[src/rtl/imem_loader.sv]
// imem_loader: receives a length-prefixed, checksummed byte stream and packs it
// big-endian into a 32-bit instruction memory. It holds the core in reset until
// a good image has loaded and provides the registered fetch read port.
//
// Ports:
//   i_clk, i_reset      clock, synchronous active-high reset
//   i_start             load request pulse (honoured in IDLE / DONE only)
//   i_rx_data/valid     image byte stream in
//   o_rx_ready          loader accepts a byte this cycle
//   i_fetch_pc          fetch-stage byte address
//   o_fetch_ir          instruction at i_fetch_pc[AW+1:2], one-cycle latency
//   o_cpu_reset         core reset hold
//   o_load_done         load sequence finished (pass or fail)
//   o_load_err          last load failed (bad length or checksum)
//   o_words_loaded      words written by the current / last load
module imem_loader #(
    parameter int unsigned WORDS = 128,
    parameter int unsigned AW    = 7
) (
    input  logic          i_clk,
    input  logic          i_reset,
    input  logic          i_start,
    input  logic [7:0]    i_rx_data,
    input  logic          i_rx_valid,
    output logic          o_rx_ready,
    input  logic [31:0]   i_fetch_pc,
    output logic [31:0]   o_fetch_ir,
    output logic          o_cpu_reset,
    output logic          o_load_done,
    output logic          o_load_err,
    output logic [AW:0]   o_words_loaded
);

    typedef enum logic [2:0] {
        S_IDLE = 3'd0,
        S_LEN  = 3'd1,
        S_DATA = 3'd2,
        S_CSUM = 3'd3,
        S_DONE = 3'd4
    } state_t;

    state_t        r_state;
    state_t        w_state_nxt;

    logic          r_rx_ready;
    logic          r_cpu_reset;
    logic          r_load_done;
    logic          r_load_err;
    logic [AW:0]   r_words;
    logic [AW-1:0] r_len;
    logic [AW-1:0] r_addr;
    logic [1:0]    r_bcnt;
    logic [7:0]    r_xor;
    logic [23:0]   r_asm;
    logic [31:0]   r_fetch_ir;
    logic [31:0]   r_mem [WORDS];

    logic          w_accept;
    logic          w_len_bad;
    logic          w_csum_bad;
    logic          w_word_end;
    logic          w_we;
    logic [31:0]   w_wdata;
    logic          w_unused_pc;

    // State register
    always_ff @(posedge i_clk) begin
        if (i_reset) r_state <= S_IDLE;
        else         r_state <= w_state_nxt;
    end

    // Next-state logic
    always_comb begin
        w_state_nxt = r_state;
        case (r_state)
            S_IDLE: if (i_start) w_state_nxt = S_LEN;
            S_LEN:  if (w_accept) w_state_nxt = w_len_bad ? S_DONE : S_DATA;
            S_DATA: if (w_accept && w_word_end && (r_addr == r_len)) w_state_nxt = S_CSUM;
            S_CSUM: if (w_accept) w_state_nxt = S_DONE;
            S_DONE: if (i_start) w_state_nxt = S_LEN;
            default: w_state_nxt = S_IDLE;
        endcase
    end

    // Per-cycle control decode
    always_comb begin
        w_accept   = i_rx_valid && r_rx_ready;
        w_len_bad  = (32'(i_rx_data) >= WORDS);
        w_csum_bad = (i_rx_data != r_xor);
        w_word_end = (r_bcnt == 2'd3);
        w_wdata    = {r_asm, i_rx_data};
        w_we       = 1'b0;
        if ((r_state == S_DATA) && w_accept && w_word_end && !i_reset) w_we = 1'b1;
    end

    // Loader datapath and registered status outputs
    always_ff @(posedge i_clk) begin
        if (i_reset) begin
            r_rx_ready  <= 1'b0;
            r_cpu_reset <= 1'b1;
            r_load_done <= 1'b0;
            r_load_err  <= 1'b0;
            r_words     <= '0;
            r_len       <= '0;
            r_addr      <= '0;
            r_bcnt      <= '0;
            r_xor       <= '0;
            r_asm       <= '0;
        end else begin
            // ready tracks the state being entered so streaming has no bubbles
            r_rx_ready <= (w_state_nxt == S_LEN) || (w_state_nxt == S_DATA) ||
                          (w_state_nxt == S_CSUM);
            case (r_state)
                S_IDLE, S_DONE: begin
                    if (i_start) begin
                        r_load_done <= 1'b0;
                        r_load_err  <= 1'b0;
                        r_cpu_reset <= 1'b1;
                    end
                end
                S_LEN: begin
                    if (w_accept) begin
                        if (w_len_bad) begin
                            r_load_err  <= 1'b1;
                            r_load_done <= 1'b1;
                        end else begin
                            r_len   <= AW'(i_rx_data);
                            r_bcnt  <= '0;
                            r_addr  <= '0;
                            r_xor   <= '0;
                            r_words <= '0;
                        end
                    end
                end
                S_DATA: begin
                    if (w_accept) begin
                        r_xor  <= r_xor ^ i_rx_data;
                        r_asm  <= {r_asm[15:0], i_rx_data};
                        r_bcnt <= r_bcnt + 2'd1;
                        if (w_word_end) begin
                            r_addr  <= r_addr + AW'(1);
                            r_words <= r_words + (AW+1)'(1);
                        end
                    end
                end
                S_CSUM: begin
                    if (w_accept) begin
                        r_load_err  <= w_csum_bad;
                        r_load_done <= 1'b1;
                        r_cpu_reset <= w_csum_bad;
                    end
                end
                default: ;
            endcase
        end
    end

    // Instruction memory write port (no reset on storage)
    always_ff @(posedge i_clk) begin
        if (w_we) r_mem[r_addr] <= w_wdata;
    end

    // Registered fetch read; same-word write returns old contents
    always_ff @(posedge i_clk) begin
        if (i_reset) r_fetch_ir <= '0;
        else         r_fetch_ir <= r_mem[i_fetch_pc[AW+1:2]];
    end

    // Upper PC bits and byte offset are intentionally ignored
    assign w_unused_pc = ^{i_fetch_pc[31:AW+2], i_fetch_pc[1:0]};

    assign o_rx_ready     = r_rx_ready;
    assign o_fetch_ir     = r_fetch_ir;
    assign o_cpu_reset    = r_cpu_reset;
    assign o_load_done    = r_load_done;
    assign o_load_err     = r_load_err;
    assign o_words_loaded = r_words;

endmodule

[config.mk]
export PLATFORM = sky130hd
export DESIGN_NAME = imem_loader
export DESIGN_NICKNAME = d
export VERILOG_FILES = /design/src/rtl/imem_loader.sv
export SDC_FILE = /design/constraint.sdc
export NUM_CORES = 2
export LEC_CHECK = 0
export CELL_PAD_IN_SITES_DETAIL_PLACEMENT = 0
export CELL_PAD_IN_SITES_GLOBAL_PLACEMENT = 2
export CORE_MARGIN = 5
export CORE_UTILIZATION = 37
export CTS_CLUSTER_DIAMETER = 40
export DETAILED_ROUTE_END_ITERATION = 8
export DONT_BUFFER_PORTS = 1
export PLACE_DENSITY = 0.71
export RECOVER_POWER = 25
export SYNTH_ARGS = -nofsm -noshare
export SYNTH_HDL_FRONTEND = slang
export SYNTH_SLANG_ARGS = --single-unit
[constraint.sdc]
create_clock -name i_clk -period 4.7 [get_ports i_clk]
set_clock_uncertainty 0.1 [all_clocks]
set_input_delay 0.705 -clock i_clk [delete_from_list [all_inputs] [get_ports i_clk]]
set_output_delay 0.705 -clock i_clk [all_outputs]
set_load 0.02 [all_outputs]
Word-level counts from Yosys, hierarchy flattened
Memory sizes are Yosys's and may differ from the RTL's. A register that Yosys moved wholly into a read port is not among the register bits.
Index checks and enable logic that the tools add are counted.
Storage, ports and cells
  register bits: 63
  memory bits (writable): 4096
  memories kept: 1
  logic and storage cells: 89
  output and inout bits: 44
  bits of input ports: 44
Memory list
  r_mem: depth 128, width 32, rd ports 1, clocked after Yosys merged registers in 1, write ports 1, RTL line 56  | logic [31:0] r_mem [WORDS];
Operators by class
  add/sub/neg operators: 3
  reductions and logical operators: 20
  bitwise gates (word level): 2
  mux-type cells: 34
  equality and inequality tests: 17
  $lt $le $gt $ge: 1
Operators with widths (count)
  two-way mux 8 bit: 5
  one-hot mux 8 bit (2 select lines): 2
  two-way mux 7 bit: 4
  two-way mux 3 bit: 5
  one-hot mux 7 bit (2 select lines): 1
  == test 3 x 2 -> 1 bit, second input constant: 4
  inequality test 2 bit, second input constant: 6
  one-hot mux 3 bit (4 select lines): 1
  AND reduction 5 bit: 2
  two-way mux 1 bit: 9
  adder 8 x 1 -> 8 bit, second input constant: 1
  greater-or-equal comparator 8 bit, second input constant: 1
  inequality test 8 bit: 1
  XOR 8 bit: 1
  adder 7 x 1 -> 7 bit, second input constant: 1
  == test 7 bit: 1
  == test 3 x 1 -> 1 bit, second input constant: 2
  logical AND 1 bit: 6
  two-way mux 2 bit: 3
  one-hot mux 1 bit (3 select lines): 2
  AND reduction 3 bit: 2
  one-hot mux 2 bit (2 select lines): 1
  AND reduction 4 bit: 1
  nonzero test 2 bit: 2
  other kinds (12): 13

Depth between registers and ports, before layout
  word-level depth: 8
  gate-level depth with buffers: 10

Worst setup path before layout
OpenSTA, ideal clock, no wires.
  kind: register to register
  start point: reg r_state[0]
  end point: mem r_mem[113][0] (enable)
  cell stages (with the launch flop): 10
  path slack: 1.049 ns
  data arrival time: 3.130 ns
  path buffers: 3
  period minus slack after synthesis: 3.651 ns
  setup time: 0.421 ns
  data required time: 4.179 ns
  cell sequence: dfxtp_1 -> buf_2 -> or3b_1 -> buf_2 -> nor2_2 -> nand2_1 -> nor3b_2 -> nand2_1 -> buf_2 -> nor2_1
Between the ends
  cells in the longest elaborated chain, start to end: 7
Ends and longest elaborated chain
  from (decl): RTL line 42  | state_t r_state;
  from (signal assigned): RTL line 69  | else r_state <= w_state_nxt;
  == test 3 x 2 -> 1 bit: RTL line 93  | if ((r_state == S_DATA) && w_accept && w_word_end && !i_reset) w_we = 1'b1;
  logical AND 1 bit (3 in series): RTL line 93
  two-way mux 1 bit: RTL line 93
  two-way mux 1 bit: RTL line 160  | if (w_we) r_mem[r_addr] <= w_wdata;
  two-way mux 1 bit (not written as such): RTL line 160
  to (decl): RTL line 56
No other way between the ends.

==> metrics <==
vias in the first global route=80410; global route total overflow=0; Iter 0 DRT Violations=10490; final instance area=0.1871 mm2; placed cell areas=0.1690 mm2; most frequent cells in the layout=edfxtp_1 (4096), mux4_2 (843), clkbuf_16 (560); DRT Wirelength=466300 um; share of layout cells above drive strength 1=0.2827; clock sink count=4191; first-pass GRT wire length=642000 um; CTS H-tree depth=6; number of flops mapped to enable cells by yosys=4096; die height=664.5 um; Worst-Margin Slew=3660 ps; syn_nets=7271; cell area after synthesis=0.1585 mm2; Root Driver=clkbuf_16; Clock Path Buffers=4; number of antenna violations at the first check in global routing=33; chip width=664.5 um; register area share after synthesis=0.7880; full die area=0.4416 mm2; Final Instance Count excl. Fillers=13900; Final min period=4479 ps; post-synthesis cell count=7224; I/O pin cnt=88; most common cell after layout, fill and taps aside=edfxtp_1; ys flop type=edfxtp_1; R2R Path Start=r_asm[21]; Final Hold Vio Count=0; Slew Viols, Final=2305; failing checks=capacitance limit, slew limit; Hold Crit Class=in2reg; vias per inst=5.734; Final Util=0.4381; Pre-antenna DRT Iters=5; Arr. time, crit path=5240 ps; VDD IR max=0.3601 mV; hpwl dp=252300 um; #FFs+latches synth=4191; nets=7812; Port Buffer Count=0; Critical Path Sink Type=flop; Mapped Avg Cell Area=21.94 um2; smallest hold slack=93.21 ps; Ys Warns=0; post-route ant nets=0; Reg clk slew, reported paths=60 ps; Async SR Flop Fraction=0; Achievable Freq=223.3 MHz; Layout area overhead=18.03%; setup bufs post-CTS=0; post-CTS sizing=0; global-route usage over all layers=0.2057; Synth cell types=53; total CTS buffers=539; pre-CTS WS=-839.4 ps; RSZ-0062 raised after global routing=false; via count=79720; pwr/cell area=445.9 mW/mm2; startpoint types=primary input; CP Launch Point=i_fetch_pc[3]; kind of critical path=in2reg; CTS tree=done; CP required=5460 ps; # setup viols final=0; post-placement cell count=12890; CP max FO=176; routability congestion estimate=0.8310; number of remaining DRC errors=0; largest net degree at the start of global routing=213; outcome=finished with violations; Final period util=0.9529; HP Start=i_reset; Rows=240; Max-Cap Viols=25; Worst-Skew Late Latency=1020 ps; setup ws final=221.4 ps; Rel. slew slack=-1.440; drt wl/cell=33.54 um; core area=0.4270 mm2; Leak=0.05618 uW; Initial Utilization=0.3712
## worst paths after layout
kind / end / slack (ps) / depth (start not counted)
max: o_fetch_ir[24] / 220 / 10
min: r_addr[6] / 90 / 2
max reg2reg: r_mem[59][29] / 760 / 1
min reg2reg: r_len[0] / 370 / 2
## where the power goes
| part | internal, uW | switching, uW |
|---|---|---|
| Clock | 24500 | 16100 |
| Sequential | 40600 | 183 |
| Combinational | 724 | 1260 |
| Total | 65800 | 17600 |
## metrics by stage
stage,setup TNS [ps],total power (uW)
after floorplan,0,42560
after global placement,-20770,43310
after detailed placement,-21000,43300
after CTS,0,83970
after global routing,0,85790
final,0,83410
## layout make-up
type,instances,area [um2]
fill,35980,239900
sequential,4191,124900
multi-input combinational,2619,32760
clock buffer,626,14270
tap,5687,7116
timing repair buffer,408,4329
clock inverter,345,3601
antenna,21,52.55
inverter,6,22.52
## cells in the mapped netlist, types with 28 or more instances
cell	number	share of area
clkbuf_1	173	0.0041
a22oi_1	367	0.017
dfxtp_1	95	0.012
and3_1	61	0.0024
nor3_1	46	0.0015
nor2b_1	28	0.0011
mux2i_1	366	0.023
o21ai_0	62	0.0020
a211oi_1	30	0.0014
nand3_1	32	0.0010
edfxtp_1	4096	0.78
nand2_1	107	0.0025
a31oi_1	60	0.0024
buf_1	41	0.00097
nor2_1	220	0.0052
mux4_2	843	0.12
mux2_2	52	0.0037
buf_2	150	0.0047
a21oi_1	42	0.0013
buf_4	34	0.0016
a221oi_1	52	0.0029
nand4_1	62	0.0024
a22o_1	42	0.0023
## flip-flops by register name, indices dropped and copies added (netlist names)
| register | flops |
|---|---|
| o_rx_ready | 1 |
| r_mem | 4096 |
| o_fetch_ir | 32 |
| r_asm | 24 |
| o_load_done | 1 |
| o_load_err | 1 |
| r_xor | 8 |
| o_cpu_reset | 1 |
| r_bcnt | 2 |
| r_len | 7 |
| o_words_loaded | 8 |
| r_addr | 7 |
| r_state | 3 |
## cell families after synthesis
kind of cell,after synthesis,share of synthesized area
flip-flops,4191,0.7880
AO/OA/AOI/OAI,728,0.03319
buffers and inverters,414,0.01227
AND/OR/NAND/NOR,604,0.01830
XOR/XNOR,22,0.001216
adder cells (fa/ha/maj),3,0.0002369
multiplexers,1262,0.1468
## worst max-delay path, stage by stage
cell and delay, ps:
buf_16 580, buf_16 320, buf_16 570, buf_16 640, mux4_2 410, a22oi_1 240
buf_4 190, o211ai_1 160, nor4_1 360, a31oi_1 110
## repair_timing
| item | CTS | global route |
|---|---|---|
| hold buffers | 20 | 0 |
| endpoints found under the setup margin | 0 | 32 |
| endpoints found under the hold margin | 1108 | 0 |
## layer usage
metal	global-route usage	up-vias	share of wire
li1	-	31890	-
met1	0.2751	43000	0.39
met2	0.3288	4057	0.47
met3	0.04733	754	0.097
met4	0.07832	10	0.041
met5	0	-	0.00013
No activity file was read; power rests on OpenSTA's default activity.
